--- config.mk ---
export PLATFORM = sky130hd
export DESIGN_NAME = convolutor_param
export DESIGN_NICKNAME = d
export VERILOG_FILES = /design/src/rtl/convolutor_pkg.sv /design/src/rtl/convolutor_mac.sv /design/src/rtl/convolutor_param.sv
export SDC_FILE = /design/constraint.sdc
export NUM_CORES = 1
export LEC_CHECK = 0
export ABC_AREA = 1
export CORE_MARGIN = 4
export CORE_UTILIZATION = 30
export CTS_CLUSTER_SIZE = 12
export DETAILED_ROUTE_END_ITERATION = 12
export GPL_TIMING_DRIVEN = 0
export PLACE_DENSITY = 0.58
export SYNTH_ARGS = -nofsm -noshare
export SYNTH_HDL_FRONTEND = slang
export SYNTH_SLANG_ARGS = --single-unit
--- constraint.sdc ---
create_clock -name clk -period 10.7 [get_ports clk]
set_clock_uncertainty 0.1 [all_clocks]
set_input_delay 2.14 -clock clk [delete_from_list [all_inputs] [get_ports clk]]
set_output_delay 2.14 -clock clk [all_outputs]
set_load 0.02 [all_outputs]
--- src/rtl/convolutor_pkg.sv ---
// convolutor_pkg: shared state type, mode constants and arithmetic helpers for the convolution coprocessor
package convolutor_pkg;
  typedef enum logic [2:0] {IDLE, SETUP, MAC, WRITE, DONE} state_t;
  localparam logic MODE_FULL = 1'b0;
  localparam logic MODE_VALID = 1'b1;
  function automatic int acc_width(input int dw, input int aw);
    return 2*dw + aw + 1;
  endfunction
  function automatic logic signed [63:0] saturate(input logic signed [63:0] acc, input int zw, input logic sgn);
    logic signed [63:0] hi, lo;
    hi = sgn ? (64'sd1 <<< (zw-1)) - 64'sd1 : (64'sd1 <<< zw) - 64'sd1;
    lo = sgn ? -(64'sd1 <<< (zw-1)) : 64'sd0;
    return acc > hi ? hi : (acc < lo ? lo : acc);
  endfunction
endpackage

--- src/rtl/convolutor_mac.sv ---
// convolutor_mac: signed/unsigned multiply-accumulate with clear, enable and saturated output of the next accumulator value
module convolutor_mac import convolutor_pkg::*; #(
  parameter int DATA_WIDTH = 8,
  parameter int Z_WIDTH = 16,
  parameter int ACC_WIDTH = 22
) (
  input  logic                  clk,
  input  logic                  rst,
  input  logic                  i_clr,
  input  logic                  i_en,
  input  logic                  i_signed,
  input  logic [DATA_WIDTH-1:0] i_a,
  input  logic [DATA_WIDTH-1:0] i_b,
  output logic [Z_WIDTH-1:0]    o_z
);
  logic signed [DATA_WIDTH:0] w_a, w_b;
  logic signed [2*DATA_WIDTH+1:0] w_prod;
  logic signed [ACC_WIDTH-1:0] r_acc, w_acc_nx;
  always_comb begin
    w_a = {i_signed & i_a[DATA_WIDTH-1], i_a};
    w_b = {i_signed & i_b[DATA_WIDTH-1], i_b};
    w_prod = w_a * w_b;
    w_acc_nx = i_en ? r_acc + ACC_WIDTH'(w_prod) : r_acc;
    o_z = Z_WIDTH'(saturate(64'(w_acc_nx), Z_WIDTH, i_signed));
  end
  always_ff @(posedge clk) r_acc <= (rst || i_clr) ? '0 : w_acc_nx;
endmodule

--- src/rtl/convolutor_param.sv ---
// convolutor_param: runtime-sized full/valid convolution over external X/Y RAMs, writing saturated Z samples
module convolutor_param import convolutor_pkg::*; #(
  parameter int DATA_WIDTH = 8,
  parameter int ADDR_WIDTH = 5,
  parameter int Z_WIDTH = 16,
  parameter int ACC_WIDTH = acc_width(DATA_WIDTH, ADDR_WIDTH)
) (
  input  logic                  clk,
  input  logic                  rst,
  input  logic                  start,
  input  logic [ADDR_WIDTH:0]   sizeX,
  input  logic [ADDR_WIDTH:0]   sizeY,
  input  logic                  mode_valid,
  input  logic                  signed_mode,
  output logic [ADDR_WIDTH-1:0] memX_addr,
  input  logic [DATA_WIDTH-1:0] dataX,
  output logic [ADDR_WIDTH-1:0] memY_addr,
  input  logic [DATA_WIDTH-1:0] dataY,
  output logic [ADDR_WIDTH:0]   memZ_addr,
  output logic [Z_WIDTH-1:0]    dataZ,
  output logic                  writeZ,
  output logic                  busy,
  output logic                  done,
  output logic                  err
);
  localparam int NW = ADDR_WIDTH + 2;
  state_t r_state;
  logic [NW-1:0] r_sx, r_sy, r_n, r_nf, r_nl, r_k, r_khi;
  logic [NW-1:0] w_nf, w_nl, w_nt, w_klo, w_khi, w_kn;
  logic r_mv, r_sg, r_tail, r_vld, w_illegal;
  logic [Z_WIDTH-1:0] w_z;
  always_comb begin
    w_illegal = sizeX == '0 || sizeY == '0 || (mode_valid == MODE_VALID && sizeX < sizeY);
    w_nf = r_mv == MODE_VALID ? r_sy - NW'(1) : '0;
    w_nl = r_mv == MODE_VALID ? r_sx - NW'(1) : r_sx + r_sy - NW'(2);
    w_nt = r_state == SETUP ? w_nf : r_n + NW'(1);
    w_klo = w_nt + NW'(1) >= r_sy ? w_nt + NW'(1) - r_sy : '0;
    w_khi = w_nt < r_sx - NW'(1) ? w_nt : r_sx - NW'(1);
    w_kn = r_k + NW'(1);
  end
  convolutor_mac #(.DATA_WIDTH(DATA_WIDTH), .Z_WIDTH(Z_WIDTH), .ACC_WIDTH(ACC_WIDTH)) u_mac (
    .clk(clk),
    .rst(rst),
    .i_clr(r_state == SETUP || r_state == WRITE),
    .i_en(r_vld),
    .i_signed(r_sg),
    .i_a(dataX),
    .i_b(dataY),
    .o_z(w_z)
  );
  always_ff @(posedge clk) begin
    if (rst) begin
      r_state <= IDLE;
      {r_sx, r_sy, r_n, r_nf, r_nl, r_k, r_khi} <= '0;
      {r_mv, r_sg, r_tail, r_vld} <= '0;
      {memX_addr, memY_addr, memZ_addr, dataZ, writeZ, busy, done, err} <= '0;
    end else begin
      done <= 1'b0;
      writeZ <= 1'b0;
      r_vld <= r_state == MAC && !r_tail;
      case (r_state)
        IDLE: if (start) begin
          err <= w_illegal;
          done <= w_illegal;
          r_sx <= NW'(sizeX);
          r_sy <= NW'(sizeY);
          r_mv <= mode_valid;
          r_sg <= signed_mode;
          if (!w_illegal) begin
            busy <= 1'b1;
            r_state <= SETUP;
          end
        end
        SETUP, WRITE: if (r_state == WRITE && r_n == r_nl) begin
          done <= 1'b1;
          r_state <= DONE;
        end else begin
          r_n <= w_nt;
          r_nf <= w_nf;
          r_nl <= w_nl;
          r_k <= w_klo;
          r_khi <= w_khi;
          r_tail <= 1'b0;
          memX_addr <= ADDR_WIDTH'(w_klo);
          memY_addr <= ADDR_WIDTH'(w_nt - w_klo);
          r_state <= MAC;
        end
        MAC: if (r_tail) begin
          writeZ <= 1'b1;
          memZ_addr <= (ADDR_WIDTH+1)'(r_n - r_nf);
          dataZ <= w_z;
          r_state <= WRITE;
        end else if (r_k == r_khi) begin
          r_tail <= 1'b1;
        end else begin
          r_k <= w_kn;
          memX_addr <= ADDR_WIDTH'(w_kn);
          memY_addr <= ADDR_WIDTH'(r_n - w_kn);
        end
        DONE: begin
          busy <= 1'b0;
          r_state <= IDLE;
        end
        default: r_state <= IDLE;
      endcase
    end
  end
endmodule

After elaboration in Yosys (flattened, before gate mapping)
Cells that the tools add are included.
{"block": "op_classes", "n_mux": 38, "add_sub_neg": 12, "reduce_logical": 22, "bitwise": 4, "order_cmp": 5, "n_eq_ne": 12, "multipliers": 1}
{"cell": "$lt A22 B64 Y1", "n": 1}
{"cell": "$mux W64", "n": 1}
{"cell": "$mux W7", "n": 8}
{"cell": "$mux W16", "n": 3}
{"cell": "$mux W5", "n": 6}
{"cell": "$add A22 B18 Y22", "n": 1}
{"cell": "$gt A22 B17 Y1", "n": 1}
{"cell": "$mux W22", "n": 1}
{"cell": "$add A7 B1 Y7 const B", "n": 3}
{"cell": "$pmux W5 S2", "n": 2}
{"cell": "$mul A9 B9 Y18", "n": 1}
{"cell": "$eq A7 B7 Y1", "n": 2}
{"cell": "$pmux W7 S2", "n": 1}
{"cell": "$sub A6 B1 Y7 const B", "n": 2}
{"cell": "$logic_not A6 Y1", "n": 2}
{"cell": "$mux W3", "n": 4}
{"cell": "$ne A2 B2 Y1 const B", "n": 6}
{"cell": "$sub A5 B5 Y5", "n": 2}
{"cell": "$pmux W3 S3", "n": 1}
{"cell": "$mux W1", "n": 8}
{"cell": "$reduce_and A2 Y1", "n": 4}
{"cell": "$add A6 B6 Y7", "n": 1}
{"cell": "$ge A7 B6 Y1", "n": 1}
{"cell": "$lt A7 B7 Y1", "n": 1}
{"cell": "other kinds (18)", "n": 31}
{"block": "totals", "out_inout_bits": 36, "ff_bits": 111, "inputBits": 33}

Longest topological paths before layout
{"block": "logic_depth", "word_depth": 9, "ltp_mapped": 40}

By module
From an unflattened synthesis, not the netlist that was laid out.
{"block": "hier_totals", "cells_unflattened": 1564, "area_unflattened_um2": 11312.1}
{"mod": "convolutor_mac", "area_per_inst_um2": 5864.4, "n_inst": 1, "seq_area_each_um2": 440.4, "cells_per_inst": 816}
{"mod": "convolutor_param", "area_per_inst_um2": 5447.7, "n_inst": 1, "seq_area_each_um2": 1681.6, "cells_per_inst": 748}

Worst setup path after synthesis
OpenSTA, ideal clock, no wires.
{"block": "synth_timing", "path_type": "input -> register", "from": "input port dataX[7]", "to": "register dataZ[12]", "arrival_ns": 8.198, "setup_time_ns": 0.074, "slack_ns": 2.328, "stages": 36, "n_path_buf": 2, "cell_sequence": "clkbuf_1 nand2_1 nor2_1 fa_1 inv_1 fa_1 fa_1 inv_1 fa_1 inv_1 fa_1 inv_1 ha_1 nand2_1 nor2_1 inv_1 nor2_1 nand2_1 nand3_1 nand3_1 nand2_1 inv_1 ha_1 inv_1 o21bai_1 a21oi_1 nor2_1 o21ai_0 nand2_1 nand2_1 nand2_1 nand2_1 inv_1 clkbuf_1 nand3_1 a31oi_1"}
{"block": "synth_between", "elab_chain_len": 7, "word_cells_on_any_way": 8}
{"item": "start, declared", "line": "convolutor_param.sv:16", "source": "input logic [DATA_WIDTH-1:0] dataX,"}
{"item": "$and A1 B1 Y1", "line": "convolutor_mac.sv:20", "source": "w_a = {i_signed & i_a[DATA_WIDTH-1], i_a};"}
{"item": "$mul A9 B9 Y18 (*)", "line": "convolutor_mac.sv:22", "source": "w_prod = w_a * w_b;"}
{"item": "$add A22 B18 Y22 (*)", "line": "convolutor_mac.sv:23", "source": "w_acc_nx = i_en ? r_acc + ACC_WIDTH'(w_prod) : r_acc;"}
{"item": "$mux W22 (*)", "line": "convolutor_mac.sv:23"}
{"item": "named net u_mac.w_acc_nx[16]", "line": "convolutor_mac.sv:18", "source": "logic signed [ACC_WIDTH-1:0] r_acc, w_acc_nx;"}
{"item": "$lt A22 B64 Y1", "line": "convolutor_pkg.sv:13", "source": "return acc > hi ? hi : (acc < lo ? lo : acc);"}
{"item": "$mux W16", "line": "convolutor_pkg.sv:13"}
{"item": "$mux W16 (*)", "line": "convolutor_pkg.sv:13"}
{"item": "end signal, assigned", "line": "convolutor_param.sv:91", "source": "dataZ <= w_z;"}
{"item": "end, declared", "line": "convolutor_param.sv:20", "source": "output logic [Z_WIDTH-1:0] dataZ,"}
The timed path passes the listed nets; every way through them passes the cells marked *.
A chain may end at the register's enable or synchronous reset.

Worst setup path in the final report
Ends and elaborated chain as after synthesis.

==> results.txt <==
The logs give 3917 for the number of filler instances in the final layout and 0 for the number of max-slew violations in the final report. The power dissipated by switching net loads is 1.47 mW, and the stage delay of the slowest cell on the critical path is 0.62 ns. The tools report the endpoint class of the critical path as a register. Max-cap violations in this run came to 0. The data arrival time at the worst-slack endpoint is 9.26 ns. Sorting the synthesized cells by area gives the leading types as sky130_fd_sc_hd__dfxtp_1, sky130_fd_sc_hd__fa_1, sky130_fd_sc_hd__ha_1. The sequential power share is 18.8%. Post-CTS repair changed the size of 0 cells.

The area added between synthesis and finish came out at 12.6%. No sink is reached through more buffers than the 2 on the longest clock path. Clock tree synthesis found a total of 106 sinks. The sum of negative setup slack was 0 ns; the sequential-to-total area share from yosys stat was 19.2%. After detailed routing, the average wire length per cell comes to 14.1 µm.

Top cell type by total area after synthesis: sky130_fd_sc_hd__dfxtp_1. Summing every instance area after synthesis gives 11100 µm². The flow ran to the end, and the final reports show no timing, DRC or antenna violations.

Maximum resistive drop on vdd: 0.102 mV. Setup violations remaining at the end of the flow were counted as 0. For this block, the routed nets add up to 29100 µm of wire. The placed wire-length estimate is 24400 µm, and the share of cells above drive strength 1 is 4.89%.

In this run, the number of DRC markers left after iteration 0 of detailed routing was 579. For this design the static power due to leakage is 6.41 nW. The startpoint identified for the worst register-to-register timing path is r_sg. Measured along the x axis, the die boundary spans 200 µm. Summed over all layers, the global routing overflow is 0. Derived from the worst setup path, the maximum achievable clock frequency is 110 MHz. The final instance area is 12500 µm². The final layout contains 1833 nets. After clock tree synthesis, the clock-pin slew on the worst setup and hold paths is 0.07 ns. The number of hold violations in the final report is 0, and the gate count of the mapped netlist is 1528. The largest individual stage delay along the critical path comes from the cell sky130_fd_sc_hd__fa_1.

Data on the critical path is required at its endpoint by 10.87 ns. The first global-routing pass estimated 48900 µm of wire. Global routing used 14.7% of the available tracks across all layers. The launch instance of the worst min-delay path is busy.

The worst flop-to-flop path endpoint is dataZ[12]. The area fraction of the dominant cell type after synthesis is 19.2%, and the diode insertion count for antenna repair is 0. The net switching fraction of the power was 51.3%; the worst hold slack across all endpoints was 0.366 ns. The CTS H-tree depth is 3. Of the total power, combinational logic draws 69.4%. During synthesis, Yosys emitted a total of 0 warnings.

After detailed routing, the number of remaining DRC violations is 0. The final route contains 9516 vias. For this design the top-level I/O count stands at 69.

By count the netlist is led by sky130_fd_sc_hd__inv_1, sky130_fd_sc_hd__nand2_1, sky130_fd_sc_hd__ha_1. The worst pin sits at a relative slew slack of 20.3%. The run gives 0 as the number of antenna violations at the first check in global routing. The master cell of the clock root buffer is sky130_fd_sc_hd__clkbuf_16.

The setup slack after layout is 1.62 ns. At the end of routability-driven placement, the weighted congestion stood at 0.871. Hold repair after CTS inserted 0 buffers. The tools report the cell-internal power as 1.39 mW. The die is 200 µm tall.

Counting cells, the worst reg-to-reg path comes to 35. For the pin with the worst max-slew slack, the measured transition is 1.18 ns. The cell depth of the worst hold path is 2, and the total core area is 36500 µm².

The first TritonRoute pass finished after 5 iterations. sky130_fd_sc_hd__inv_1 is the most common cell in the netlist. Summing all placed instances gives a cell area of 12200 µm². The peak fanout along the critical path works out to 10.

Using the TritonRoute via totals, the vias-per-cell ratio works out to 4.61. The count of buffers added on input and output ports is 51. Counting I/O delays and the setup requirement, the final critical path takes 9.08 ns. Critical path start-end classification: primary input to register.

Setup repair after global routing left no endpoint under its margin. The logs give 9587 for the number of global-route vias before repair and 0.36 ns for the latest clock arrival within the worst-skew pair. Buffers inserted during clock tree synthesis total 9. The count of flip-flops with a built-in enable after synthesis was 0. TritonCTS built the clock tree.

In this run the remaining antenna-violating nets after routing total 0. The tightest min-delay check is of the register to register type. Power spread over the standard cell area amounts to 229 nW/µm².

The logs give 30.3% for the starting density of the core and 70 for the site row count. The maximum number of pins on one net before global-route repair is 17, and the number of nets produced by synthesis is 1771. Of all flip-flops after synthesis, the portion carrying an async set or reset was 0%. Once the clock tree was built, the setup fixing pass inserted 0 buffers. Setup slack on the worst reg-to-reg path comes out at 2.67 ns. Yosys mapped the design onto 53 distinct sky130hd cell types. Type of origin of the critical path: a primary input.

The path with the worst hold slack has its endpoint at busy. Portion of total power attributed to the clock network: 11.9%. Area enclosed by the die boundary: 40100 µm². The most used flip-flop cell after synthesis is sky130_fd_sc_hd__dfxtp_1. The synthesis-stage register bit count was 106; the post-route clock period utilization was 84.9%. Each instance of the synthesized netlist takes up on average 7.25 µm². The run gives 1.24 ns as the post-placement setup slack.
==> worst max path at each step <==
stage,from,to,slack (ns),cells past startpoint
floorplan,dataX[7],dataZ[12],2.33,36
global placement,dataX[7],dataZ[1],1.27,36
CTS,dataX[7],dataZ[12],1.59,36
global route,dataX[7],dataZ[1],0.94,36
detailed placement,dataX[7],dataZ[1],1.24,36
finish,dataX[7],dataZ[12],1.62,36
==> per-layer routing <==
| layer | vias up | global-route usage [%] | part of all wire [%] |
|---|---|---|---|
| met5 | - | 0 | 0 |
| met3 | 36 | 1.26 | 2.7 |
| li1 | 4879 | - | - |
| met2 | 155 | 26.5 | 50 |
| met1 | 4446 | 19.0 | 45 |
| met4 | 0 | 4.18 | 2.2 |
==> state kept, by name, summed over array words and instances, names as in the netlist, 5 cells and up <==
name and count:
u_mac.r_acc 22, memY_addr 5, r_sy 6, r_khi 7
dataZ 16, r_nl 7, r_sx 6, memZ_addr 6
r_nf 6, r_n 7
==> logic make-up after synthesis <==
logic type      synth area share [%]
compound gates                  12.3
simple gates                    20.3
fa+ha+maj                       30.4
flops                           19.2
buf+inv                         14.1
xor+xnor                        3.70
==> per-stage QoR <==
step                      utilization, %  instances  power, mW
after CTS                           34.1       2062       2.88
after global placement              33.3       2047       2.50
after floorplan                        -       1528       2.04
after global routing                34.1       2062       3.19
final                               34.1       2062       2.86
after detailed placement            33.3       2047       2.52
==> worst max-delay path: cells and delay by family <==
kind                     cells  cell delay (ns)
AND/OR/NAND/NOR             15             1.74
AO/OA/AOI/OAI                4             0.51
adder cells (fa/ha/maj)      7             3.49
buffers and inverters       10             1.37
==> layout make-up <==
type	instances	area (µm²)	area share, %
multi-input cells	1020	7400	59.3
flip-flops and latches	106	2120	17.0
inverters	341	1280	10.3
well taps	468	586	4.70
repair buffers	51	510	4.09
plain buffers	61	275	2.21
clock buffers	11	243	1.95
clock inverters	4	52.6	0.421
==> layout by cell type (no fill, tap or decap), types with 3 or more instances in the layout <==
| cell type | instances |
|---|---|
| sky130_fd_sc_hd__inv_1 | 333 |
| sky130_fd_sc_hd__clkbuf_1 | 43 |
| sky130_fd_sc_hd__nor2_1 | 105 |
| sky130_fd_sc_hd__o21bai_1 | 5 |
| sky130_fd_sc_hd__a211oi_1 | 6 |
| sky130_fd_sc_hd__a21o_1 | 3 |
| sky130_fd_sc_hd__inv_2 | 5 |
| sky130_fd_sc_hd__dfxtp_1 | 106 |
| sky130_fd_sc_hd__ha_1 | 111 |
| sky130_fd_sc_hd__nand2_2 | 3 |
| sky130_fd_sc_hd__nand3_2 | 7 |
| sky130_fd_sc_hd__a31oi_1 | 20 |
| sky130_fd_sc_hd__fa_1 | 99 |
| sky130_fd_sc_hd__o211ai_1 | 5 |
| sky130_fd_sc_hd__xor2_1 | 26 |
| sky130_fd_sc_hd__a21oi_1 | 105 |
| sky130_fd_sc_hd__clkdlybuf4s50_1 | 51 |
| sky130_fd_sc_hd__clkbuf_16 | 9 |
| sky130_fd_sc_hd__o21ai_0 | 84 |
| sky130_fd_sc_hd__xnor2_1 | 19 |
| sky130_fd_sc_hd__nor3_1 | 12 |
| sky130_fd_sc_hd__nand3_1 | 59 |
| sky130_fd_sc_hd__nand4_1 | 11 |
| sky130_fd_sc_hd__buf_2 | 10 |
| sky130_fd_sc_hd__buf_4 | 7 |
| sky130_fd_sc_hd__nor4_1 | 5 |
| sky130_fd_sc_hd__nand3b_1 | 3 |
| sky130_fd_sc_hd__or2_2 | 17 |
| sky130_fd_sc_hd__nand2_1 | 288 |
==> power by group through the flow <==
stage | combinational [mW] | clock [mW] | sequential (mW)
floorplan | 1.50 | 0 | 0.537
global placement | 1.95 | 0 | 0.544
detailed placement | 1.98 | 0 | 0.545
CTS | 1.99 | 0.347 | 0.537
global route | 2.28 | 0.365 | 0.545
finish | 1.98 | 0.339 | 0.536
No activity file was read; power rests on OpenSTA's default activity.
